===== src/rtl/io_pkg.sv =====
// Shared definitions for the front-panel input stage and the 7-segment printer.
// The state encoding is decoded by the printer's state_i input, so it must stay fixed.
package io_pkg;

  localparam logic [1:0] ST_MODE = 2'b00;
  localparam logic [1:0] ST_A    = 2'b01;
  localparam logic [1:0] ST_B    = 2'b10;
  localparam logic [1:0] ST_RES  = 2'b11;

  localparam int MODE_W   = 4;
  localparam int RESULT_W = 32;

endpackage


===== src/rtl/btn_debounce.sv =====
// Push-button conditioner: 2-FF synchroniser, stability counter and a
// one-cycle rise pulse on each accepted 0->1 transition of the debounced level.
// A rise is only reported once the button has been seen released after reset,
// so a button held through reset does not produce a spurious press.
module btn_debounce #(
  parameter int DB_CNT = 200000
) (
  input  logic clk,
  input  logic rst,
  input  logic raw_i,
  output logic level_o,
  output logic rise_o
);

  localparam int CNT_W = (DB_CNT > 1) ? $clog2(DB_CNT) : 1;
  localparam logic [CNT_W-1:0] CNT_LAST = CNT_W'(DB_CNT - 1);

  logic [1:0]       sync_q;
  logic             synced;
  logic [CNT_W-1:0] cnt_q;
  logic [1:0]       fill_q;
  logic             armed_q;

  assign synced = sync_q[1];

  // Bring the asynchronous button into the clk domain through two flops.
  always_ff @(posedge clk) begin
    if (rst) begin
      sync_q <= 2'b00;
    end else begin
      sync_q <= {sync_q[0], raw_i};
    end
  end

  // Accept a new level only after the synced input has disagreed with it for DB_CNT cycles.
  always_ff @(posedge clk) begin
    if (rst) begin
      cnt_q   <= '0;
      level_o <= 1'b0;
      rise_o  <= 1'b0;
    end else begin
      rise_o <= 1'b0;
      if (synced == level_o) begin
        cnt_q <= '0;
      end else if (cnt_q == CNT_LAST) begin
        cnt_q   <= '0;
        level_o <= synced;
        rise_o  <= synced & armed_q;
      end else begin
        cnt_q <= cnt_q + 1'b1;
      end
    end
  end

  // Arm rise reporting once the synchroniser holds real samples and shows the button released.
  always_ff @(posedge clk) begin
    if (rst) begin
      fill_q  <= 2'd0;
      armed_q <= 1'b0;
    end else if (fill_q != 2'd2) begin
      fill_q <= fill_q + 2'd1;
    end else if (!synced) begin
      armed_q <= 1'b1;
    end
  end

endmodule


===== src/rtl/input_sequencer.sv =====
// Front-panel input stage: debounced confirm button steps a four-state sequence
// (mode select, operand A, operand B, result display), latches the switches,
// launches the compute core with a one-cycle start pulse and holds its result.
module input_sequencer
  import io_pkg::*;
#(
  parameter int DB_CNT = 200000,
  parameter int SW_W   = 8
) (
  input  logic                clk,
  input  logic                rst,
  input  logic                btn_confirm_i,
  input  logic [SW_W-1:0]     sw_i,
  input  logic [RESULT_W-1:0] result_i,
  input  logic                result_valid_i,
  output logic [MODE_W-1:0]   mode_o,
  output logic [1:0]          state_o,
  output logic [SW_W-1:0]     a_o,
  output logic [SW_W-1:0]     b_o,
  output logic                start_o,
  output logic [RESULT_W-1:0] result_o
);

  logic btn_level;
  logic btn_rise;
  logic press;

  btn_debounce #(
    .DB_CNT(DB_CNT)
  ) u_btn_debounce (
    .clk     (clk),
    .rst     (rst),
    .raw_i   (btn_confirm_i),
    .level_o (btn_level),
    .rise_o  (btn_rise)
  );

  // A rise always coincides with an accepted high level; qualifying with it keeps
  // the FSM immune to a rise pulse that is not backed by a pressed button.
  assign press = btn_rise & btn_level;

  // Sequence FSM plus the operand, start and result registers it controls.
  always_ff @(posedge clk) begin
    if (rst) begin
      state_o  <= ST_MODE;
      mode_o   <= '0;
      a_o      <= '0;
      b_o      <= '0;
      start_o  <= 1'b0;
      result_o <= '0;
    end else begin
      start_o <= 1'b0;
      case (state_o)
        ST_MODE: begin
          mode_o <= sw_i[MODE_W-1:0];
          if (press) begin
            state_o <= ST_A;
          end
        end
        ST_A: begin
          if (press) begin
            a_o     <= sw_i;
            state_o <= ST_B;
          end
        end
        ST_B: begin
          if (press) begin
            b_o      <= sw_i;
            start_o  <= 1'b1;
            result_o <= '0;
            state_o  <= ST_RES;
          end
        end
        ST_RES: begin
          if (press) begin
            state_o <= ST_MODE;
          end else if (result_valid_i) begin
            result_o <= result_i;
          end
        end
        default: begin
          state_o <= ST_MODE;
        end
      endcase
    end
  end

endmodule


===== config.mk =====
export PLATFORM = sky130hd
export DESIGN_NAME = input_sequencer
export DESIGN_NICKNAME = d
export VERILOG_FILES = /design/src/rtl/io_pkg.sv /design/src/rtl/btn_debounce.sv /design/src/rtl/input_sequencer.sv
export SDC_FILE = /design/constraint.sdc
export NUM_CORES = 1
export LEC_CHECK = 0
export ABC_CLOCK_PERIOD_IN_PS = 2100
export BUFFER_PORTS_ARGS = -buffer_cell sky130_fd_sc_hd__buf_2
export CAP_MARGIN = 20
export CORE_MARGIN = 2
export CORE_UTILIZATION = 51
export CTS_CLUSTER_SIZE = 20
export DETAILED_ROUTE_END_ITERATION = 6
export PLACE_DENSITY = 0.85
export SLEW_MARGIN = 20
export SYNTH_ARGS = -nofsm -noshare
export SYNTH_HDL_FRONTEND = slang
export SYNTH_HIERARCHICAL = 1
export SYNTH_SLANG_ARGS = --single-unit

===== constraint.sdc =====
create_clock -name clk -period 2.1 [get_ports clk]
set_clock_uncertainty 0.2 [all_clocks]
set_input_delay 0.63 -clock clk [delete_from_list [all_inputs] [get_ports clk]]
set_output_delay 0.63 -clock clk [all_outputs]
set_load 0.005 [all_outputs]

==> Yosys cells after proc, flatten, opt, wreduce, memory -nomap -nowiden <==
Index checks and enable logic that the tools add are counted.
{ "classes": {"addsub": 2, "n_bitwise": 7, "n_mux": 10, "n_eq_ne": 12, "reduce_logical": 11} }
{ "op_table": {"columns": ["cell", "count"], "rows": [
  ["$mux 32", 3],
  ["$pmux 32 s2", 1],
  ["$add 18x1->18 const B", 1],
  ["$eq 18x18->1 const B", 1],
  ["$ne 2x2->1 const B", 7],
  ["$mux 2", 4],
  ["$pmux 2 s4", 1],
  ["$reduce_and 2->1", 4],
  ["$reduce_and 4->1", 2],
  ["$reduce_or 3->1", 2],
  ["$not 1->1", 5],
  ["$eq 2x2->1 const B", 2],
  ["$add 2x1->2 const B", 1],
  ["$and 1x1->1", 2],
  ["$eq 2x1->1 const B", 1],
  ["$logic_not 2->1", 1],
  ["$reduce_bool 2->1", 1],
  ["$reduce_or 2->1", 1],
  ["$eq 1x1->1", 1],
  ["$mux 1", 1]
]} }
{ "totals": {"output_inout_bits": 55, "ff_bits": 80, "in_bits": 44} }

==> Depth between registers and ports, before layout <==
Gate-level depths: netlist of the first run.
{ "logic_depth": {"depth_word": 3, "depth_mapped": 6, "mapped_depth_nobuf": 5} }

==> Hierarchy <==
Netlist of the first run, hierarchy kept.
{ "modules_own_cells": {"columns": ["mod", "cells_per_inst", "area_per_inst_um2", "instances"], "rows": [
  ["input_sequencer", 240, 2229.6, 1],
  ["btn_debounce", 123, 1078.5, 1]
]} }

==> Worst setup path after synthesis of the first run <==
Ideal clock, no wire load.
{ "synth_timing": {"kind": "register to register", "start": "register state_o[0]", "end": "register state_o[0]", "setup_ns": 0.101, "t_required_ns": 1.799, "period_less_slack_ns": 1.831, "path_stages_with_launch": 7, "n_path_buf": 1, "slack_ns": 0.269, "arrival_time_ns": 1.530, "cell_sequence": "dfxtp_1 -> inv_1 -> ha_1 -> clkbuf_1 -> nor4_1 -> o221ai_1 -> o41ai_1"} }
{ "synth_between": {"elab_chain_len": 3, "elab_cells_between_ends": 10, "cone_classes": "7 x eq/ne; 1 x mux; 2 x reduce/logical"} }
{ "synth_lines": {"columns": ["element", "line_no", "text"], "rows": [
  ["start: declaration", "input_sequencer.sv:17", "output logic [1:0] state_o,"],
  ["start signal: assignment", "input_sequencer.sv:45", "state_o <= ST_MODE;"],
  ["start signal: assignment", "input_sequencer.sv:57", "state_o <= ST_A;"],
  ["start signal: assignment", "input_sequencer.sv:63", "state_o <= ST_B;"],
  ["$eq 2x1->1, or another cell as far along", "input_sequencer.sv:53", "case (state_o)"],
  ["$ne 2x2->1 (no line)", null, null],
  ["$reduce_and 4->1 (no line)", null, null]
]} }
Several ways; a longest one is shown, not always the timed one.
A chain may end at the register's enable or synchronous reset.

==> Final worst setup path of the first run <==
{ "layout_timing": {"start": "register u_btn_debounce.cnt_q[2]", "end": "register u_btn_debounce.cnt_q[17]"} }
{ "layout_between": {"elab_chain_len": 2, "elab_cells_between_ends": 3, "cone_classes": "1 x add/sub; 1 x eq/ne; 1 x reduce/logical"} }
{ "layout_lines": {"columns": ["element", "line_no", "text"], "rows": [
  ["start: declaration", "btn_debounce.sv:20", "logic [CNT_W-1:0] cnt_q;"],
  ["start signal: assignment", "btn_debounce.sv:50", "cnt_q <= cnt_q + 1'b1;"],
  ["parallel branches: the longest is 2 deep, another holds $add 18x1->18", null, null]
]} }
Parallel ways; which one is timed is not known.

==> results of run 1 <==
[per-layer routing]
layer / part of all wire [%] / GRT usage, % / up-vias
met5: 0 / 0 / -
met4: 2.4 / 10.4 / 0
met3: 4.5 / 3.54 / 15
met2: 49 / 35.8 / 77
met1: 44 / 24.0 / 1321
li1: - / - / 1440
[cell usage in the layout, fill, tap and decap left out, drive strengths merged, types with 4 or more instances in the layout]
cell	netlist	final
ha	7	7
clkinv	1	4
xnor2	12	12
inv	8	8
mux2i	44	44
nor3	5	5
nand2	53	53
nor2	35	35
nand4	8	8
clkbuf	17	12
nand3	41	41
xor2	5	5
nor4	8	8
buf	6	109
a21oi	12	12
dfxtp	80	80
[cell type report]
type / instances / area [sq um] / share of cell area [%]
Sequential cell: 80 / 1600 / 39.4
Clock buffer: 12 / 145 / 3.57
Multi-Input combinational cell: 251 / 1560 / 38.4
Inverter: 9 / 33.8 / 0.830
Clock inverter: 3 / 18.8 / 0.461
Timing Repair Buffer: 109 / 611 / 15.0
Tap cell: 77 / 96.3 / 2.37
[critical path, delay by kind of cell (launching register included)]
| family | cells | cell delay (ns) |
|---|---|---|
| AND/OR/NAND/NOR | 3 | 1.05 |
| flip-flops | 1 | 0.42 |
| AO/OA/AOI/OAI | 1 | 0.16 |
[cell families after synthesis]
kind of cell	after synthesis	synth area share (%)
buffers and inverters	32	4.46
and+or+nand+nor	164	23.3
DFF	80	48.4
AOI/OAI and AO/OA	19	3.40
muxes	44	13.3
xor gates and xnor gates	17	4.50
adders and majority gates	7	2.65
[state kept, by name, indices dropped and copies added (netlist names)]
register,count
start_o,1
u_btn_debounce/level_o,1
u_btn_debounce/sync_q,2
u_btn_debounce/rise_o,1
mode_o,4
a_o,8
result_o,32
u_btn_debounce/fill_q,2
b_o,8
state_o,2
u_btn_debounce/armed_q,1
u_btn_debounce/cnt_q,18
[power breakdown]
part	total, mW	leakage, nW	internal [mW]	switching (mW)
registers	1.59	0.646	1.56	0.0284
clock network	0.962	0.0862	0.454	0.508
logic	0.287	1.20	0.136	0.151
total	2.84	1.93	2.15	0.687
[final timing paths]
check | slack [ns] | startpoint | depth (start not counted) | endpoint
worst max-delay path | 0.21 | u_btn_debounce/cnt_q[2]$_SDFF_PP0_ | 4 | u_btn_debounce/cnt_q[17]$_SDFF_PP0_
worst min-delay path | 0.25 | u_btn_debounce/armed_q$_SDFFE_PP0P_ | 2 | u_btn_debounce/rise_o$_SDFF_PP0_
worst max register to register | 0.21 | u_btn_debounce/cnt_q[2]$_SDFF_PP0_ | 4 | u_btn_debounce/cnt_q[17]$_SDFF_PP0_
worst min register to register | 0.25 | u_btn_debounce/armed_q$_SDFFE_PP0P_ | 2 | u_btn_debounce/rise_o$_SDFF_PP0_
[per-stage QoR]
stage / area (sq um) / util, %
after floorplan: 3310 / -
after global placement: 3910 / 61.9
after detailed placement: 3910 / 61.9
after CTS: 4070 / 64.4
after global routing: 4070 / 64.4
final: 4070 / 64.4
==> summary.md, run 1 <==
| Metric | Value |
|---|---|
| Status | `finished clean` |
| Top-count cell post-synth | `dfxtp_1` |
| EDFF count, synth | `0` |
| Ports | `99` |
| Slowest cell on crit path | `or4_1` |
| Sequential share of the synthesized area | `48.4%` |
| Max-capacitance violation count | `0` |
| FILL cells | `approximately 550` |
| Residual DRC | `0` |
| 1st-iter DRT viols | `137` |
| Gpl congestion | `0.801` |
| Hold Slack | `about 0.25 ns` |
| Minimum clock period | `1.89 ns` |
| Hold-fix buffers, CTS | `0` |
| Worst Path Required | `2.16 ns` |
| Pre-CTS setup slack | `approximately 0.21 ns` |
| Synth Flop Type | `dfxtp_1` |
| DR pass1 iterations | `5` |
| Vias per cell | `between 5 and 6` |
| Cell taking the most area after synthesis | `dfxtp_1` |
| #FFs+latches synth | `80` |
| Row cnt | `29` |
| Crit. End Element | `flop` |
| CTS sink cnt | `80` |
| Slew @ Worst Pin | `about 0.53 ns` |
| P_leak | `1.93 nW` |
| Die X | `between 80 and 90 microns` |
| Hold crit path type | `reg2reg` |
| RSZ-0062 raised after global routing | `no` |
| Yosys warns | `6` |
| Bufs on Longest Clock Path | `2` |
| GRT Util Overall | `20.5%` |
| Critical path cell sequence | `nand4_1, or4_1, or3_1, a21oi_1` |
| Worst EP arrival | `roughly 2.0 ns` |
| Hpwl dp | `5.21 mm` |
| Critical path class | `reg2reg` |
| Routed WL per cell | `about 14 microns` |
| Max H-tree Level | `3` |
| # diodes | `0` |
| Final setup fails | `0` |
| Die H | `84.5 microns` |
| Count of different cell masters after synthesis | `33` |
| I/O Buffers | `98` |
| Largest cells by area after synthesis | `dfxtp_1 48%, mux2i_1 13%, nand2_1 6.0%, nand3_1 5.9%, nor2_1 4.0%` |
| Ys async rst share | `0%` |
| Routed Antenna Nets | `0` |
| Pwr Total | `2.84 mW` |
| Clock Latency Late Sink | `0.33 ns` |
| Largest net degree at the start of global routing | `35` |
| CTS root buf | `clkbuf_8` |
| Mapped cell area | `roughly 3300 sq um` |
| Final Max Tran Viols | `0` |
| Fin nets | `511` |
| DR vias | `2,853` |
| Area grow syn2layout | `23.0%` |
| Grt ovf | `0` |
| Placed cell count | `526` |
| Initial Util | `52.4%` |
| Fin crit share | `around nine tenths` |
| Max Freq | `0.528 GHz` |
| Slew Limit Headroom | `approximately 65%` |
| Post-CTS setup buffer count | `0` |
| Post-synth top cells | `80 x dfxtp_1, 53 x nand2_1, 44 x mux2i_1` |
| Mean Syn Cell Area | `9.11 sq um` |
| Yosys top cell area share | `between 40% and 50%` |
| Syn nets | `414` |
| Element type at the critical path start | `flop` |
| CTS Buf Count | `9` |
| Clock-pin slew on the worst setup and hold paths | `0.07 ns` |
| Critical-path maximum fanout | `6` |
| CP peak stage delay | `0.53 ns` |
| Finished Layout Cells | `roughly 540` |
| Proportion of layout cells with a drive suffix above 1 | `between 20% and 30%` |
| VDD IR max | `0.380 mV` |
| Vias in the first global route | `2,776` |
| Setup ws final | `0.207 ns` |
| Routed WL | `7.31 mm` |
| Die area | `7150 sq um` |
| Hold Fails Final Rpt | `0` |
| Post_cts resized | `0` |
| Setup TNS | `0 ns` |
| Initial antenna violation count | `0` |
| Pwr dens | `around 700 nW/um^2` |
| CTS tree | `built` |
| Cells after Synth | `363` |
| First-pass GRT wire length | `12.1 mm` |
| Area of the core | `6310 sq um` |
No activity file was read; power rests on OpenSTA's default activity.
==> inputs of run 2 (changes only) <==
--- a/config.mk
+++ b/config.mk
@@ -5,7 +5,7 @@
 export SDC_FILE = /design/constraint.sdc
 export NUM_CORES = 1
 export LEC_CHECK = 0
-export ABC_CLOCK_PERIOD_IN_PS = 2100
+export ABC_CLOCK_PERIOD_IN_PS = 1800
 export BUFFER_PORTS_ARGS = -buffer_cell sky130_fd_sc_hd__buf_2
 export CAP_MARGIN = 20
 export CORE_MARGIN = 2
==> constraint.sdc (replaced) <==
create_clock -name clk -period 1.8 [get_ports clk]
set_clock_uncertainty 0.2 [all_clocks]
set_input_delay 0.54 -clock clk [delete_from_list [all_inputs] [get_ports clk]]
set_output_delay 0.54 -clock clk [all_outputs]
set_load 0.005 [all_outputs]
==> run 2 against run 1 <==
Compared with the run above:
- design area is 7.8% higher
- sequential share of layout area fell by 2.6 points
- core utilization up 5.0 points
- total power grew 34%
- worst hold slack got worse by 0.044 ns
- maximum frequency rose by 6.5%
- critical endpoint is now u_btn_debounce/level_o$_SDFFE_PP0P_
- critical path type unchanged
==> summary.md, run 2 (synthesis gave the netlist of run 1 again) <==
| Metric | Value |
|---|---|
| Fin nets | `532 (was 511)` |
| # diodes | `0 (unchanged)` |
| Clock Power Share | `41.2% (was 33.9%)` |
| Net Sw Frac | `22.3% (was 24.2%)` |
| Clock Latency Late Sink | `0.35 ns (was 0.33 ns)` |
| Initial antenna violation count | `0 (unchanged)` |
| Hold Slack | `0.204 ns (was 0.248 ns)` |
| CTS tree | `built (unchanged)` |
| Final Max Tran Viols | `0 (unchanged)` |
| Placed inst area | `4060 sq um (was 3910 sq um)` |
| Max-capacitance violation count | `0 (unchanged)` |
| GRT Util Overall | `21.9% (was 20.5%)` |
| Final setup fails | `0 (unchanged)` |
| VDD IR max | `0.709 mV (was 0.380 mV)` |
| Setup ws final | `0.0226 ns (was 0.207 ns)` |
| Max H-tree Level | `3 (unchanged)` |
| Gpl congestion | `0.870 (was 0.801)` |
| Area occupied by multi-input gates | `1620 sq um (was 1560 sq um)` |
| Power share of the sequential group | `48.9% (was 56.0%)` |
| CTS Buf Count | `9 (unchanged)` |
| Proportion of layout cells with a drive suffix above 1 | `34.2% (was 27.8%)` |
| Bufs on Longest Clock Path | `2 (unchanged)` |
| 1st-iter DRT viols | `137 (unchanged)` |
| Slew @ Worst Pin | `0.407 ns (was 0.531 ns)` |
| Slew Limit Headroom | `72.6% (was 64.5%)` |
| I/O Buffers | `98 (unchanged)` |
| Routed Antenna Nets | `0 (unchanged)` |
| RSZ-0062 raised after global routing | `yes (was no)` |
| Placed cell count | `545 (was 526)` |
| Die X | `84.5 microns (unchanged)` |
| Highest-count cells in the layout ignoring fill and taps | `98 x buf_2, 71 x dfxtp_1, 53 x nand2_1, 43 x mux2i_1, 39 x nand3_1 (was 98 x buf_2, 80 x dfxtp_1, 53 x nand2_1, 44 x mux2i_1, 39 x nand3_1)` |
| Largest register FFs | `32 (unchanged)` |
| Row cnt | `29 (unchanged)` |
| M3 GR Usage | `6.00% (was 3.54%)` |
| Largest net degree at the start of global routing | `35 (unchanged)` |
| Fin crit share | `98.7% (was 90.2%)` |
| DR vias | `3,060 (was 2,853)` |
| Fin area | `4390 sq um (was 4070 sq um)` |
| Commonest non-fill, non-tap cell in the layout | `buf_2 (unchanged)` |
| Psw | `852 uW (was 687 uW)` |
| Die area | `7150 sq um (unchanged)` |
| Clock-pin slew on the worst setup and hold paths | `0.08 ns (was 0.07 ns)` |
| Finished Layout Cells | `562 (was 541)` |
| Grt ovf | `0 (unchanged)` |
| DR pass1 iterations | `4 (was 5)` |
| Worst EP arrival | `1.85 ns (was 1.96 ns)` |
| Vias per cell | `5.44 (was 5.27)` |
| Element type at the critical path start | `flop (unchanged)` |
| Largest reg by FF count | `result_o (unchanged)` |
| P_leak | `2.10 nW (was 1.93 nW)` |
| Pwr Total | `3.82 mW (was 2.84 mW)` |
| Initial Util | `52.4% (unchanged)` |
| Area grow syn2layout | `32.6% (was 23.0%)` |
| FILL cells | `460 (was 547)` |
| Routed WL | `8.11 mm (was 7.31 mm)` |
| Vias in the first global route | `2,866 (was 2,776)` |
| Routed WL per cell | `14.4 microns (was 13.5 microns)` |
| CTS sink cnt | `80 (unchanged)` |
| Post-CTS setup buffer count | `0 (unchanged)` |
| Pwr dens | `870 nW/um^2 (was 698 nW/um^2)` |
| M1 GR Usage | `26.4% (was 24.0%)` |
| Hpwl dp | `5.51 mm (was 5.21 mm)` |
| Area of the core | `6310 sq um (unchanged)` |
| Critical path class | `reg2reg (unchanged)` |
| Ports | `99 (unchanged)` |
| First-pass GRT wire length | `12.8 mm (was 12.1 mm)` |
| Largest registers | `result_o: 32 flops, u_btn_debounce/cnt_q: 18 flops (unchanged)` |
| P_int | `2.96 mW (was 2.15 mW)` |
| Minimum clock period | `1.78 ns (was 1.89 ns)` |
| Residual DRC | `0 (unchanged)` |
| Status | `finished clean (unchanged)` |
| Setup TNS | `0 ns (unchanged)` |
| Final core occ | `69.5% (was 64.4%)` |
| Gr busiest metal | `met2 (unchanged)` |
| Hold crit path type | `in2reg (was reg2reg)` |
| Hold Fails Final Rpt | `0 (unchanged)` |
| FF/Latch Area | `1610 sq um (was 1600 sq um)` |
| Crit. End Element | `flop (unchanged)` |
| CTS root buf | `clkbuf_8 (unchanged)` |
| Critical-path maximum fanout | `4 (was 6)` |
| Part of the power in combinational logic | `10.0% (was 10.1%)` |
| R2r setup slk | `0.02 ns (was 0.21 ns)` |
| Pre-CTS setup slack | `-0.0419 ns (was 0.208 ns)` |
| Max Freq | `0.563 GHz (was 0.528 GHz)` |
| Met2 Resource Use GR | `37.0% (was 35.8%)` |
| Worst Path Required | `1.87 ns (was 2.16 ns)` |
| Die H | `84.5 microns (unchanged)` |
-- run 2: changes by cell type in the layout (fill, tap and decap cells not counted), moves of 2 or more --
cell / previous run / this run
clkinv_2: 2 / 0
dfxtp_1: 80 / 71
buf_4: 8 / 26
nor4_4: 0 / 2
dfxtp_2: 0 / 9
nor4_1: 8 / 6
or3_4: 0 / 2
bufinv_16: 0 / 3
buf_6: 0 / 2
-- run 2: worst max-delay path, stage by stage (launching register included) --
cell	delay, ns
dfxtp_2	0.35
nor4b_1	0.38
nand4_1	0.23
or3_1	0.36
a21oi_1	0.18
-- run 2: final cells by class --
type | count | share of cell area [%]
tap | 77 | 2.20
clock buffer | 12 | 3.31
timing repair buffer | 130 | 18.1
multi-input combinational | 251 | 36.8
clock inverter | 3 | 2.05
sequential | 80 | 36.8
inverter | 9 | 0.770
-- run 2: worst paths after layout --
check | startpoint | end | cells after the start
hold / removal | btn_confirm_i | u_btn_debounce/sync_q[0]$_SDFF_PP0_ | 2
setup reg to reg | u_btn_debounce/cnt_q[9]$_SDFF_PP0_ | u_btn_debounce/level_o$_SDFFE_PP0P_ | 4
setup / recovery | u_btn_debounce/cnt_q[9]$_SDFF_PP0_ | u_btn_debounce/level_o$_SDFFE_PP0P_ | 4
hold reg to reg | u_btn_debounce/sync_q[0]$_SDFF_PP0_ | u_btn_debounce/sync_q[1]$_SDFF_PP0_ | 1
-- run 2: power groups by stage --
stage                     sequential [mW]  combinational (mW)  clock (mW)
final                                1.87               0.380        1.57
after global routing                 1.87               0.420        1.66
after CTS                            1.86               0.386        1.59
after detailed placement             1.90               0.362           0
after global placement               1.90               0.343           0
after floorplan                      1.90               0.204           0
-- run 2: repair_timing --
action / CTS / global route
setup endpoints to repair: 35 / 39
cloned: 0 / 2
pin swaps: 0 / 4
gates resized for setup: 4 / 14
hold buffers: 0 / 0
-- run 2: layer usage --
| layer | wire (microns) | share of wire, % |
|---|---|---|
| met1 | 3360 | 41 |
| met2 | 4100 | 51 |
| met3 | 490 | 6.0 |
| met4 | 157 | 1.9 |
| met5 | 0 | 0 |
